`config.mk`:
```
export PLATFORM = sky130hd
export DESIGN_NAME = upsample_mc
export DESIGN_NICKNAME = d
export VERILOG_FILES = /design/src/rtl/upsample_mc.sv
export SDC_FILE = /design/constraint.sdc
export NUM_CORES = 1
export LEC_CHECK = 0
export ABC_AREA = 1
export CAP_MARGIN = 20
export CORE_UTILIZATION = 40
export DETAILED_ROUTE_END_ITERATION = 10
export DONT_BUFFER_PORTS = 1
export HOLD_SLACK_MARGIN = 0.05
export PLACE_DENSITY = 0.62
export SETUP_SLACK_MARGIN = 0.2
export SYNTH_ARGS = -nofsm -noshare
export SYNTH_HDL_FRONTEND = slang
export SYNTH_SLANG_ARGS = --single-unit
export TNS_END_PERCENT = 10
```
`constraint.sdc`:
```
create_clock -name i_clk -period 2.3 [get_ports i_clk]
set_input_delay 0.575 -clock i_clk [delete_from_list [all_inputs] [get_ports i_clk]]
set_output_delay 0.575 -clock i_clk [all_outputs]
set_load 0.03 [all_outputs]
```
`src/rtl/upsample_mc.sv`:
```
// upsample_mc
// Multi-channel interpolate-by-L front end for the CIC interpolator chain.
// Runs at the high rate under i_ena. Once per frame of L enabled cycles, at
// the selected phase slot, one sample per channel is taken from i_data. Every
// other slot is zero-stuffed, or held when zero-order hold is built in.
// L and phase are shadowed and only change at a frame wrap.
//
// Build option: define UPSAMPLE_MC_ZOH_EN to add zero-order hold (i_mode=1).
// Without it i_mode is ignored and only zero-stuffing exists.
module upsample_mc #(
  parameter int  gp_data_width  = 8,
  parameter int  gp_nr_channels = 2,
  parameter int  gp_max_factor  = 16,
  localparam int c_cnt_width    = $clog2(gp_max_factor),
  localparam int c_bus_width    = gp_nr_channels * gp_data_width
) (
  input  logic                   i_clk,
  input  logic                   i_rst_an,
  input  logic                   i_ena,
  input  logic [c_cnt_width:0]   i_factor,
  input  logic [c_cnt_width-1:0] i_phase,
  input  logic                   i_mode,
  input  logic                   i_valid,
  input  logic [c_bus_width-1:0] i_data,
  output logic                   o_ready,
  output logic [c_bus_width-1:0] o_data,
  output logic                   o_valid,
  output logic                   o_frame,
  output logic                   o_shift_done,
  output logic                   o_underrun
);

  localparam logic [c_cnt_width:0]   c_max_fac = (c_cnt_width+1)'(gp_max_factor);
  localparam logic [c_cnt_width:0]   c_fac_one = (c_cnt_width+1)'(1);
  localparam logic [c_cnt_width-1:0] c_cnt_one = c_cnt_width'(1);

  // Illegal factors: 0 runs as pass-through, anything too large saturates.
  function automatic logic [c_cnt_width:0] clamp_factor(input logic [c_cnt_width:0] fac);
    logic [c_cnt_width:0] res;
    res = fac;
    if (fac == '0) begin
      res = c_fac_one;
    end else if (fac > c_max_fac) begin
      res = c_max_fac;
    end
    return res;
  endfunction

  // A phase outside the frame is pulled back to the last slot of the frame.
  function automatic logic [c_cnt_width-1:0] clamp_phase(input logic [c_cnt_width-1:0] ph,
                                                         input logic [c_cnt_width:0]   fac);
    logic [c_cnt_width-1:0] res;
    res = ph;
    if ({1'b0, ph} >= fac) begin
      res = c_cnt_width'(fac - c_fac_one);
    end
    return res;
  endfunction

  logic [c_cnt_width-1:0] cnt_reg, cnt_next;
  logic [c_cnt_width:0]   fac_reg, fac_next;
  logic [c_cnt_width-1:0] ph_reg, ph_next;
  logic [c_bus_width-1:0] data_reg, data_next;
  logic                   valid_reg, valid_next;
  logic                   frame_reg, frame_next;
  logic                   done_reg, done_next;
  logic                   underrun_reg, underrun_next;
  logic                   loaded_reg, loaded_next;

  logic [c_cnt_width:0]   fac_new;
  logic [c_cnt_width-1:0] ph_new;
  logic                   load_slot;
  logic                   wrap;
  logic                   take;

  // Shadow candidates, sampled at reset and at every frame wrap.
  assign fac_new   = clamp_factor(i_factor);
  assign ph_new    = clamp_phase(i_phase, fac_new);

  assign load_slot = (cnt_reg == ph_reg);
  assign wrap      = ({1'b0, cnt_reg} == (fac_reg - c_fac_one));
  assign take      = i_ena & load_slot & i_valid;

  assign o_ready      = i_ena & load_slot;
  assign o_data       = data_reg;
  assign o_valid      = valid_reg;
  assign o_frame      = frame_reg;
  assign o_shift_done = done_reg;
  assign o_underrun   = underrun_reg;

`ifdef UPSAMPLE_MC_ZOH_EN
  logic [c_bus_width-1:0] hold_reg, hold_next;
  logic                   hold_mode;
  assign hold_mode = i_mode;
`else
  logic mode_unused;
  assign mode_unused = i_mode;
`endif

  // Per-channel output datapath; all channels follow the shared slot counter.
  genvar gi;
  generate
    for (gi = 0; gi < gp_nr_channels; gi++) begin : g_ch
      logic [gp_data_width-1:0] in_ch;
      logic [gp_data_width-1:0] cur_ch;
      logic [gp_data_width-1:0] fill_ch;

      assign in_ch  = i_data[gi*gp_data_width +: gp_data_width];
      assign cur_ch = data_reg[gi*gp_data_width +: gp_data_width];

`ifdef UPSAMPLE_MC_ZOH_EN
      // Non-load slots (including underrun slots) repeat the last taken sample in hold mode.
      assign fill_ch = hold_mode ? hold_reg[gi*gp_data_width +: gp_data_width] : '0;
      assign hold_next[gi*gp_data_width +: gp_data_width] =
        take ? in_ch : hold_reg[gi*gp_data_width +: gp_data_width];
`else
      assign fill_ch = '0;
`endif

      assign data_next[gi*gp_data_width +: gp_data_width] =
        !i_ena ? cur_ch : (take ? in_ch : fill_ch);
    end
  endgenerate

  // Slot counter, shadow reload and status flag next-state.
  always_comb begin
    cnt_next      = cnt_reg;
    fac_next      = fac_reg;
    ph_next       = ph_reg;
    loaded_next   = loaded_reg;
    done_next     = done_reg;
    underrun_next = underrun_reg;
    valid_next    = i_ena;
    frame_next    = i_ena & (cnt_reg == '0);
    if (i_ena) begin
      if (wrap) begin
        cnt_next = '0;
        fac_next = fac_new;
        ph_next  = ph_new;
      end else begin
        cnt_next = cnt_reg + c_cnt_one;
      end
      if (load_slot) begin
        loaded_next = 1'b1;
        if (!i_valid) begin
          underrun_next = 1'b1;
        end
      end
      // A frame counts as emitted once it has passed its load slot.
      if (wrap && (loaded_reg || load_slot)) begin
        done_next = 1'b1;
      end
    end
  end

  // State registers; reset captures the requested L and phase directly.
  always_ff @(posedge i_clk) begin
    if (!i_rst_an) begin
      cnt_reg      <= '0;
      fac_reg      <= fac_new;
      ph_reg       <= ph_new;
      data_reg     <= '0;
      valid_reg    <= 1'b0;
      frame_reg    <= 1'b0;
      done_reg     <= 1'b0;
      underrun_reg <= 1'b0;
      loaded_reg   <= 1'b0;
    end else begin
      cnt_reg      <= cnt_next;
      fac_reg      <= fac_next;
      ph_reg       <= ph_next;
      data_reg     <= data_next;
      valid_reg    <= valid_next;
      frame_reg    <= frame_next;
      done_reg     <= done_next;
      underrun_reg <= underrun_next;
      loaded_reg   <= loaded_next;
    end
  end

`ifdef UPSAMPLE_MC_ZOH_EN
  // Last accepted sample, used as the fill value in hold mode.
  always_ff @(posedge i_clk) begin
    if (!i_rst_an) begin
      hold_reg <= '0;
    end else begin
      hold_reg <= hold_next;
    end
  end
`endif

endmodule

```
==> flow_summary.ini <==
[synth]
synth_fa_ha_area_frac = 0.04630
yosysTopAreaCell = dfxtp_1
synth_area_leaders = dfxtp_1, nand2_1, edfxtp_1, inv_1, nand4_2
synth_area_per_cell_um2 = 7.690
synthMuxAreaShare = 0
ys_types = 27
synth_cells = 246
ys_ff_latch = 34
synth_compound_area_frac = 0.07738
yosys.area_share.simple = 0.3525
syn_area_um2 = 1892
synth-warning-count = 0
synth_top_family_by_area = simple AND/OR/NAND/NOR gates
synth_xor_area_frac = 0.01389
syn_nets = 283
synth-seq-area-share = 0.4074
synth_top_area_frac = 0.2646

[cells_and_area]
largest_reg_flops = 16
fillerInstances = 449
ff_latch_area_um2 = 770.7
fin_cells = 301
areaGrowthSynthToFinish_pct = 7.672
antennaDiodeCount = 0
drive_above_1_share = 0.1968
nets = 285
multi_input_comb_area_um2 = 945.9

[min_path]
hold_depth = 0
hold_path_class = input port to flop

[die]
dieHeight_um = 70.77
dieArea_um2 = 5008
die_width_um = 70.77
core_area_um2 = 4444
io_pins = 51
num_rows = 24
start_util = 0.4257

[power]
power_per_cell_area_nw_per_um2 = 640.4
p_leak_nw = 0.9165
p_total_w = 0.001305
irDropWorstVdd_v = 0.0002440

[grt]
antenna_found_initial = 0
overflow = 0
grt_max_degree = 25
grt_pass1_wl_um = 6375
grt_pass1_vias = 1486
track_usage = 0.1599

[clock_network]
worst_skew_pair.late_latency_ns = 0.29
cts_inserted_buffers = 5
cts_sinks = 34
cts_tree = yes
clock_path_buffers = 2
htreeDepth = 2
path_clk_slew_ns = 0.07
post_cts_buffers = 0
hold_buffers = 0
root_buffer = clkbuf_8

[job]
timing.max_cap.violations = 0

[worst_setup_path]
start_kind = flop
ff2ff_path_depth = 10
crit_type = flop to primary output
cp.arrival_ns = 1.40
crit_path_end_kind = primary output
cp_max_fo = 7
critical_path_required_ns = 1.73
r2r_slack_ns = 0.48

[routing]
drt-vias-per-instance = 4.920
wl_um = 3620
wl_met2_um = 1655
antenna_left = 0
drt_iter0_markers = 57
wl_per_cell_um = 12.03
wl_met1_um = 1690
top_layer_used = met4
wl_met3_um = 217
drtPass1Iterations = 7
routed-via-count = 1481
drcViolationCount = 2

[placed_design]
portBuffers = 0
dp_slack_ns = 0.07371
placed_cells = 293
place_hpwl_um = 2641
place_congestion = 0.7613

[timing]
post-route-min-period_ns = 1.973
hold_viol = 0
relSlewSlack = 0.6388
setup_violations = 0
setup_tns_ns = 0
clock.fmax_mhz = 506.9
fin_ws_ns = 0.3271
tightest_slew_ns = 0.5385
clock-skew-final_ns = 0.009305
holdWs_ns = 0.3771
report.final.slew_viol_count = 0
post-route-period-util = 0.8578
rsz0062_at_grt = true

[run_status]
violations = DRC
status = finished with violations
==> kinds of logic (layout without fill, tap and decap cells) <==
| group | after synthesis | after routing |
|---|---|---|
| buf+inv | 45 | 48 |
| simple gates | 134 | 134 |
| flops | 34 | 34 |
| xor+xnor | 3 | 3 |
| fa+ha+maj | 7 | 7 |
| compound gates | 23 | 23 |
==> power breakdown <==
part | leakage (nW) | total [W] | switching (W) | internal (W)
logic | 0.572 | 0.000175 | 0.000112 | 0.0000639
clock network | 0.0515 | 0.000459 | 0.000218 | 0.000241
registers | 0.293 | 0.000670 | 0.0000294 | 0.000641
total | 0.917 | 0.00130 | 0.000359 | 0.000946
==> synth_stat cells <==
| cell | n |
|---|---|
| a21oi_1 | 13 |
| a21oi_2 | 8 |
| a31oi_1 | 1 |
| buf_1 | 1 |
| buf_12 | 1 |
| buf_2 | 1 |
| buf_4 | 2 |
| clkbuf_1 | 3 |
| clkinv_1 | 2 |
| dfxtp_1 | 25 |
| edfxtp_1 | 9 |
| ha_1 | 7 |
| inv_1 | 29 |
| inv_2 | 6 |
| nand2_1 | 76 |
| nand2_2 | 7 |
| nand2_4 | 2 |
| nand3_1 | 12 |
| nand4_1 | 9 |
| nand4_2 | 8 |
| nor2_1 | 16 |
| nor2_8 | 1 |
| nor3_1 | 1 |
| nor3b_1 | 1 |
| o21ai_0 | 1 |
| or2_2 | 1 |
| xor2_1 | 3 |
==> metal layers <==
| layer | track usage | up-vias |
|---|---|---|
| met5 | 0 | - |
| met4 | 0.06444 | 0 |
| met3 | 0.05413 | 6 |
| met2 | 0.2692 | 29 |
| met1 | 0.1873 | 659 |
| li1 | - | 787 |
==> critical path, stage by stage (launching register included) <==
cell and delay, ns:
dfxtp_1 0.50, nand2_2 0.08, nand2_2 0.09, nand2_4 0.07, nor2_8 0.10, nand2_2 0.05, inv_1 0.22
==> layout make-up <==
cell class / count / share of cell area
Multi-Input combinational cell: 167 / 0.4644
Sequential cell: 34 / 0.3784
Inverter: 37 / 0.06818
Clock buffer: 6 / 0.04054
Tap cell: 52 / 0.03194
Timing Repair Buffer: 3 / 0.01106
Clock inverter: 2 / 0.005528
==> path summary, 6_finish.rpt <==
path | from | endpoint
setup / recovery | cnt_reg[0] | o_ready
hold / removal | i_factor[4] | fac_reg[4]
setup reg to reg | fac_reg[0] | ph_reg[0]
hold reg to reg | loaded_reg | loaded_reg
==> timing repair <==
item                                    4_1_cts  5_1_grt
endpoints found under the hold margin         0        0
endpoints found under the setup margin        0       13
gates resized for setup                       0        1
==> placed cells by master, fill, tap and decap left out, types with 2 or more instances in the layout <==
master and instances:
nand4_1 9, nand2_1 73, clkinv_1 2, nand4_2 8
edfxtp_1 9, nand3_1 11, xor2_1 3, dfxtp_1 25
inv_1 29, nand2_2 10, nor2_1 16, clkbuf_8 6
ha_1 7, buf_4 3, a21oi_2 9, a21oi_1 12
inv_2 6, nand2_4 2
==> metrics by stage <==
| step | area [µm²] | utilization |
|---|---|---|
| global placement | 1941 | 0.4367 |
| finish | 2037 | 0.4583 |
| detailed placement | 1941 | 0.4367 |
| floorplan | 1908 | - |
| CTS | 2034 | 0.4578 |
| global route | 2037 | 0.4583 |
No activity file was read; power rests on OpenSTA's default activity.
